### config.mk
export PLATFORM = sky130hd
export DESIGN_NAME = router_inport
export DESIGN_NICKNAME = d
export VERILOG_FILES = /design/src/rtl/router_inport.sv
export SDC_FILE = /design/constraint.sdc
export NUM_CORES = 1
export LEC_CHECK = 0
export ABC_AREA = 0
export BUFFER_PORTS_ARGS = -buffer_cell sky130_fd_sc_hd__buf_2
export CORE_MARGIN = 2
export CORE_UTILIZATION = 30
export CTS_CLUSTER_DIAMETER = 100
export DETAILED_ROUTE_END_ITERATION = 12
export HOLD_SLACK_MARGIN = 0.02
export PLACE_DENSITY_LB_ADDON = 0.25
export SKIP_LAST_GASP = 1
export SLEW_MARGIN = 40
export SYNTH_ARGS = -nofsm -noshare
export SYNTH_HDL_FRONTEND = slang
export SYNTH_SLANG_ARGS = --single-unit
### constraint.sdc
create_clock -name CLK -period 9.5 [get_ports CLK]
set_input_delay 1.425 -clock CLK [delete_from_list [all_inputs] [get_ports CLK]]
set_output_delay 1.425 -clock CLK [all_outputs]
set_load 0.02 [all_outputs]
### src/rtl/router_inport.sv
// Ingress buffer for one router lane: registers link beats, checks SOF/EOF framing, queues them in a FIFO.
// Beats reach D two edges after sampling at minimum; D_BP stalls the pop stage, and I_BP rises SKID entries before full.
module router_inport #(
    parameter int AW       = 4,
    parameter int SKID     = 4,
    parameter int DEST_LSB = 0
) (
    input  logic          CLK,
    input  logic          RST,
    input  logic [63:0]   I,
    input  logic          I_HDR_VALID,
    input  logic          I_PLD_VALID,
    input  logic          I_SOF,
    input  logic          I_EOF,
    output logic          I_BP,
    output logic [63:0]   D,
    output logic [7:0]    DEST,
    output logic          DEST_VALID,
    output logic          D_HDR_VALID,
    output logic          D_PLD_VALID,
    output logic          D_SOF,
    output logic          D_EOF,
    input  logic          D_BP,
    output logic [AW:0]   LEVEL,
    output logic          OVF,
    output logic          FRAME_ERR
);

    localparam int          DEPTH    = 1 << AW;
    localparam logic [AW:0] FULL_LVL = (AW+1)'(DEPTH);
    localparam logic [AW:0] BP_LVL   = (AW+1)'(DEPTH - SKID);

    typedef struct packed {
        logic [63:0] dat;
        logic        hdr;
        logic        pld;
        logic        sof;
        logic        eof;
    } beat_t;

    typedef enum logic {IDLE, FRAME} state_t;

    beat_t          in_q;
    logic           in_vld_q;
    state_t         state_q, state_d;
    logic           accept, bad_beat;
    logic           full, wr_en, pop;
    beat_t          mem_q [DEPTH];
    beat_t          rd_beat;
    logic [AW-1:0]  wr_ptr_q, rd_ptr_q;
    logic [AW:0]    level_q, level_d;
    logic           ovf_q, frame_err_q;
    beat_t          out_q, out_d;
    logic [7:0]     dest_q, dest_d;
    logic           dest_vld_q, dest_vld_d;

    // Input register: framing decisions are made on the registered beat.
    always_ff @(posedge CLK) begin
        if (RST) begin
            in_q     <= '0;
            in_vld_q <= 1'b0;
        end else begin
            in_q.dat <= I;
            in_q.hdr <= I_HDR_VALID;
            in_q.pld <= I_PLD_VALID;
            in_q.sof <= I_SOF;
            in_q.eof <= I_EOF;
            in_vld_q <= I_HDR_VALID | I_PLD_VALID;
        end
    end

    always_ff @(posedge CLK) begin
        if (RST) state_q <= IDLE;
        else     state_q <= state_d;
    end

    always_comb begin
        state_d  = state_q;
        accept   = 1'b0;
        bad_beat = 1'b0;
        if (in_vld_q) begin
            case (state_q)
                IDLE: begin
                    if (in_q.sof) begin
                        accept = 1'b1;
                        if (!in_q.eof) state_d = FRAME;
                    end else begin
                        bad_beat = 1'b1;
                    end
                end
                FRAME: begin
                    if (!in_q.sof) begin
                        accept = 1'b1;
                        if (in_q.eof) state_d = IDLE;
                    end else begin
                        bad_beat = 1'b1;
                    end
                end
                default: state_d = IDLE;
            endcase
        end
    end

    // Full comes from the registered level, so a same-cycle pop never frees room for the write.
    assign full    = (level_q == FULL_LVL);
    assign wr_en   = accept & ~full;
    assign pop     = (level_q != '0) & ~D_BP;
    assign rd_beat = mem_q[rd_ptr_q];

    always_comb begin
        level_d = level_q;
        case ({wr_en, pop})
            2'b10:   level_d = level_q + 1'b1;
            2'b01:   level_d = level_q - 1'b1;
            default: level_d = level_q;
        endcase
    end

    always_ff @(posedge CLK) begin
        if (wr_en) mem_q[wr_ptr_q] <= in_q;
    end

    always_ff @(posedge CLK) begin
        if (RST) begin
            wr_ptr_q    <= '0;
            rd_ptr_q    <= '0;
            level_q     <= '0;
            ovf_q       <= 1'b0;
            frame_err_q <= 1'b0;
        end else begin
            if (wr_en) wr_ptr_q <= wr_ptr_q + 1'b1;
            if (pop)   rd_ptr_q <= rd_ptr_q + 1'b1;
            level_q     <= level_d;
            frame_err_q <= bad_beat;
            if (accept && full) ovf_q <= 1'b1;
        end
    end

    // DEST_VALID drops the cycle after EOF is shown unless a new SOF replaces it.
    always_comb begin
        out_d      = out_q;
        out_d.hdr  = 1'b0;
        out_d.pld  = 1'b0;
        out_d.sof  = 1'b0;
        out_d.eof  = 1'b0;
        dest_d     = dest_q;
        dest_vld_d = dest_vld_q;
        if (out_q.eof) dest_vld_d = 1'b0;
        if (pop) begin
            out_d = rd_beat;
            if (rd_beat.sof) begin
                dest_d     = rd_beat.dat[DEST_LSB +: 8];
                dest_vld_d = 1'b1;
            end
        end
    end

    always_ff @(posedge CLK) begin
        if (RST) begin
            out_q      <= '0;
            dest_q     <= '0;
            dest_vld_q <= 1'b0;
        end else begin
            out_q      <= out_d;
            dest_q     <= dest_d;
            dest_vld_q <= dest_vld_d;
        end
    end

    assign I_BP        = (level_q >= BP_LVL);
    assign D           = out_q.dat;
    assign D_HDR_VALID = out_q.hdr;
    assign D_PLD_VALID = out_q.pld;
    assign D_SOF       = out_q.sof;
    assign D_EOF       = out_q.eof;
    assign DEST        = dest_q;
    assign DEST_VALID  = dest_vld_q;
    assign LEVEL       = level_q;
    assign OVF         = ovf_q;
    assign FRAME_ERR   = frame_err_q;

endmodule
==> results.md <==
* Synth Warn # at 0
* Die Width at 397 um
* Arr. time, crit path at 4.39 ns
* Worst skew pair latency at 0.76 ns
* Setup Fix Bufs, Post-CTS at 0
* Largest net degree at the start of global routing at 76
* Core box area at 0.154 sq mm
* Asr flop ratio synth at 0%
* DP HPWL at 60.8 mm
* Post-synthesis net count at 2,205
* Nets at 2,439
* Synth Instances at 2,126
* Crit end category: register
* CTS tree: yes
* Yosys cell types at 41
* Maxcap violations at 0
* Seq/Total Area, Yosys at 77.8%
* Critical path class: reg2reg
* DR WL/cell at 25.2 um
* P per Cell Area at 242 mW/mm^2
* Post-layout util at 35.3%
* Non-filler cells in the finished layout at 4,520
* Ports at 156
* Pre-CTS setup slack at 5.26 ns
* WL final at 114 mm
* Avg Inst Size Synth at 21.8 sq um
* Die Area at 0.157 sq mm
* Outcome: completed
* Smallest setup slack after layout at 5.48 ns
* Vias in the first global route at 23,143
* Fmax at 249 MHz
* Worst Path Required at 9.88 ns
* DR vias/cell at 4.78
* Site row count at 144
* Clk buf depth at 3
* Final hold viol count at 0
* Routed via count at 21,624
* I/O Buffers at 155
* Slew Limit Fails at 0
* CTS root buffer: clkbuf_16
* Post-route ant nets at 0
* Initial antenna violation count at 10
* Fin crit period at 4.02 ns
* Final Power at 13.1 mW
* 1st-pass router iterations at 5
* Setup TNS Final at 0 ns
* Cts repair resizes at 0
* Crit-path slowest cell: dfxtp_1
* RSZ-0062 raised after global routing: false
* CP startpoint kind: register
* # clock sinks at 1,254
* Buffers & Inverters on Critical Path at 2
* Total CTS buffers at 137
* First-pass GRT wire length at 166 mm
* Leakage at 17.2 nW
* Tot GR Track Use at 14.6%
* HP Class: reg2reg
* Aggregate global routing overflow at 0
* Setup Viol. Count Final at 0
* GPL Wtd Cong at 0.735
* Worst-Margin Slew at 0.847 ns
* Flops & latches, synth at 1,254
* Starting Density at 30.1%
* Share of layout cells above drive strength 1 at 31.0%
* Placed Cells at 4,265
* # DRC at 0
* Most common cell on crit path: buf_4
* CP Max Fanout at 28
* CP cell instances: xnor2_1 > a211oi_2 > nand2_1 > nor2_4 > buf_4 > buf_4
* Slowest stage delay, CP at 0.72 ns
* Initial drt markers at 1,908
* Max IR drop VDD at 140 uV
* Prevailing post-synth register cell: edfxtp_1
* Layout area overhead at 17.1%
* Worst Clk Skew at 0.0219 ns
* CP top delay family: buffers and inverters
* CTS H-Tree Depth at 4
* Tcrit/Tclk final at 42.3%
* Die Y at 397 um
* Post-Syn Area at 0.0463 sq mm
* Clk slew on worst S/H paths at 0.06 ns
* Hold-fix buffers, CTS at 0
* Post-synth EDFFs at 1,088
* Max transition margin at 43.5%
-- cell type report --
type | count | area, sq um
Timing Repair Buffer | 204 | 1250
Fill cell | 14119 | 99500
Inverter | 63 | 236
Clock buffer | 187 | 3840
Sequential cell | 1254 | 36000
Clock inverter | 67 | 691
Tap cell | 2044 | 2560
Multi-Input combinational cell | 700 | 9620
Antenna cell | 1 | 2.50
-- report_power, final --
group / switching, mW / total (mW) / internal (mW) / leakage, nW
clock: 2.19 / 5.30 / 3.11 / 2.23
combinational: 0.820 / 1.46 / 0.637 / 3.70
sequential: 0.197 / 6.34 / 6.14 / 11.3
-- Yosys cell counts (2+ instances only) --
cell type	number	share of area, %
edfxtp_1	1088	71
o21ai_0	13	0.14
buf_1	15	0.12
clkbuf_2	2	0.022
clkbuf_1	45	0.36
nor2b_1	75	1.0
ha_1	8	0.22
mux2i_1	17	0.37
nor2_1	39	0.32
dfxtp_1	166	7.2
nand2_1	76	0.62
nand3_1	9	0.097
a21oi_1	17	0.18
buf_4	23	0.37
xor2_1	8	0.15
mux4_2	327	16
nor3_1	6	0.065
and4_1	2	0.038
buf_6	5	0.12
nand2b_1	5	0.068
buf_2	19	0.21
or3_1	3	0.041
xnor2_1	4	0.076
inv_1	63	0.51
o21ai_1	56	0.61
a22oi_1	17	0.28
nand4_1	4	0.054
-- routing by layer --
metal / GRT usage (%) / wire length [um]
met1: 19.9 / 50300
met2: 24.2 / 56300
met3: 2.56 / 5040
met4: 3.58 / 2090
met5: 0 / 0
-- layout by cell type, fill, tap and decap left out, types with 3 or more instances in the layout --
cell type	synthesis	layout
or3_1	3	3
nor3_2	0	4
o21ai_1	56	56
dfxtp_1	166	162
clkbuf_16	0	141
mux2i_1	17	17
o21ai_0	13	13
nor2b_1	75	74
buf_4	23	31
nor2_4	0	13
inv_6	0	5
clkbuf_1	45	32
nand2b_1	5	4
xnor2_1	4	4
ha_1	8	8
buf_2	19	154
a21oi_1	17	17
clkinvlp_4	0	4
dfxtp_4	0	4
clkbuf_8	0	14
inv_16	0	4
nand3_1	9	9
nor2_1	39	26
buf_6	5	16
clkinv_8	0	3
bufinv_16	0	9
inv_1	63	63
nand4_1	4	4
mux4_2	327	327
nand2_1	76	76
clkinv_2	0	27
edfxtp_1	1088	1088
xor2_1	8	8
a22oi_1	17	17
clkinv_1	0	14
-- state kept, by name, summed over array words and instances (netlist names), named ones only --
| register | flops |
|---|---|
| D | 64 |
| DEST_VALID | 1 |
| DEST | 8 |
| LEVEL | 5 |
| D_HDR_VALID | 1 |
| wr_ptr_q | 4 |
| in_vld_q | 1 |
| mem_q | 1088 |
| state_q | 1 |
| D_SOF | 1 |
| rd_ptr_q | 4 |
| OVF | 1 |
| FRAME_ERR | 1 |
| D_EOF | 1 |
| D_PLD_VALID | 1 |
| in_q | 68 |
-- worst min-delay path: stages (launching register included) --
cell,delay [ns]
dfxtp_1,0.30
nand2_1,0.05
o21ai_1,0.05
-- worst paths after layout --
kind | from | endpoint | slack (ns) | cells past startpoint
worst max-delay path | in_q[1] | mem_q[9][58] | 5.48 | 6
worst min-delay path | D[56] | D[56] | 0.44 | 2
worst max register to register | in_q[1] | mem_q[9][58] | 5.48 | 6
worst min register to register | D[56] | D[56] | 0.44 | 2
-- logic make-up (layout without fill, tap and decap cells) --
logic type | after synthesis | after routing | synth area share, %
and+or+nand+nor | 223 | 223 | 2.38
buffers and inverters | 172 | 521 | 1.72
muxes | 345 | 345 | 16.3
other | 0 | 1 | 0
xor gates and xnor gates | 12 | 12 | 0.227
adders and majority gates | 8 | 8 | 0.216
DFF | 1254 | 1254 | 77.8
AOI/OAI and AO/OA | 112 | 112 | 1.38
-- through the flow --
stage               instance area [sq um]  hold slack (ns)
floorplan                           46300            0.482
global placement                    49600            0.439
finish                              54200            0.440
global route                        54200            0.469
detailed placement                  49700            0.437
CTS                                 54200            0.446
Power figures use the tool's default switching activity.
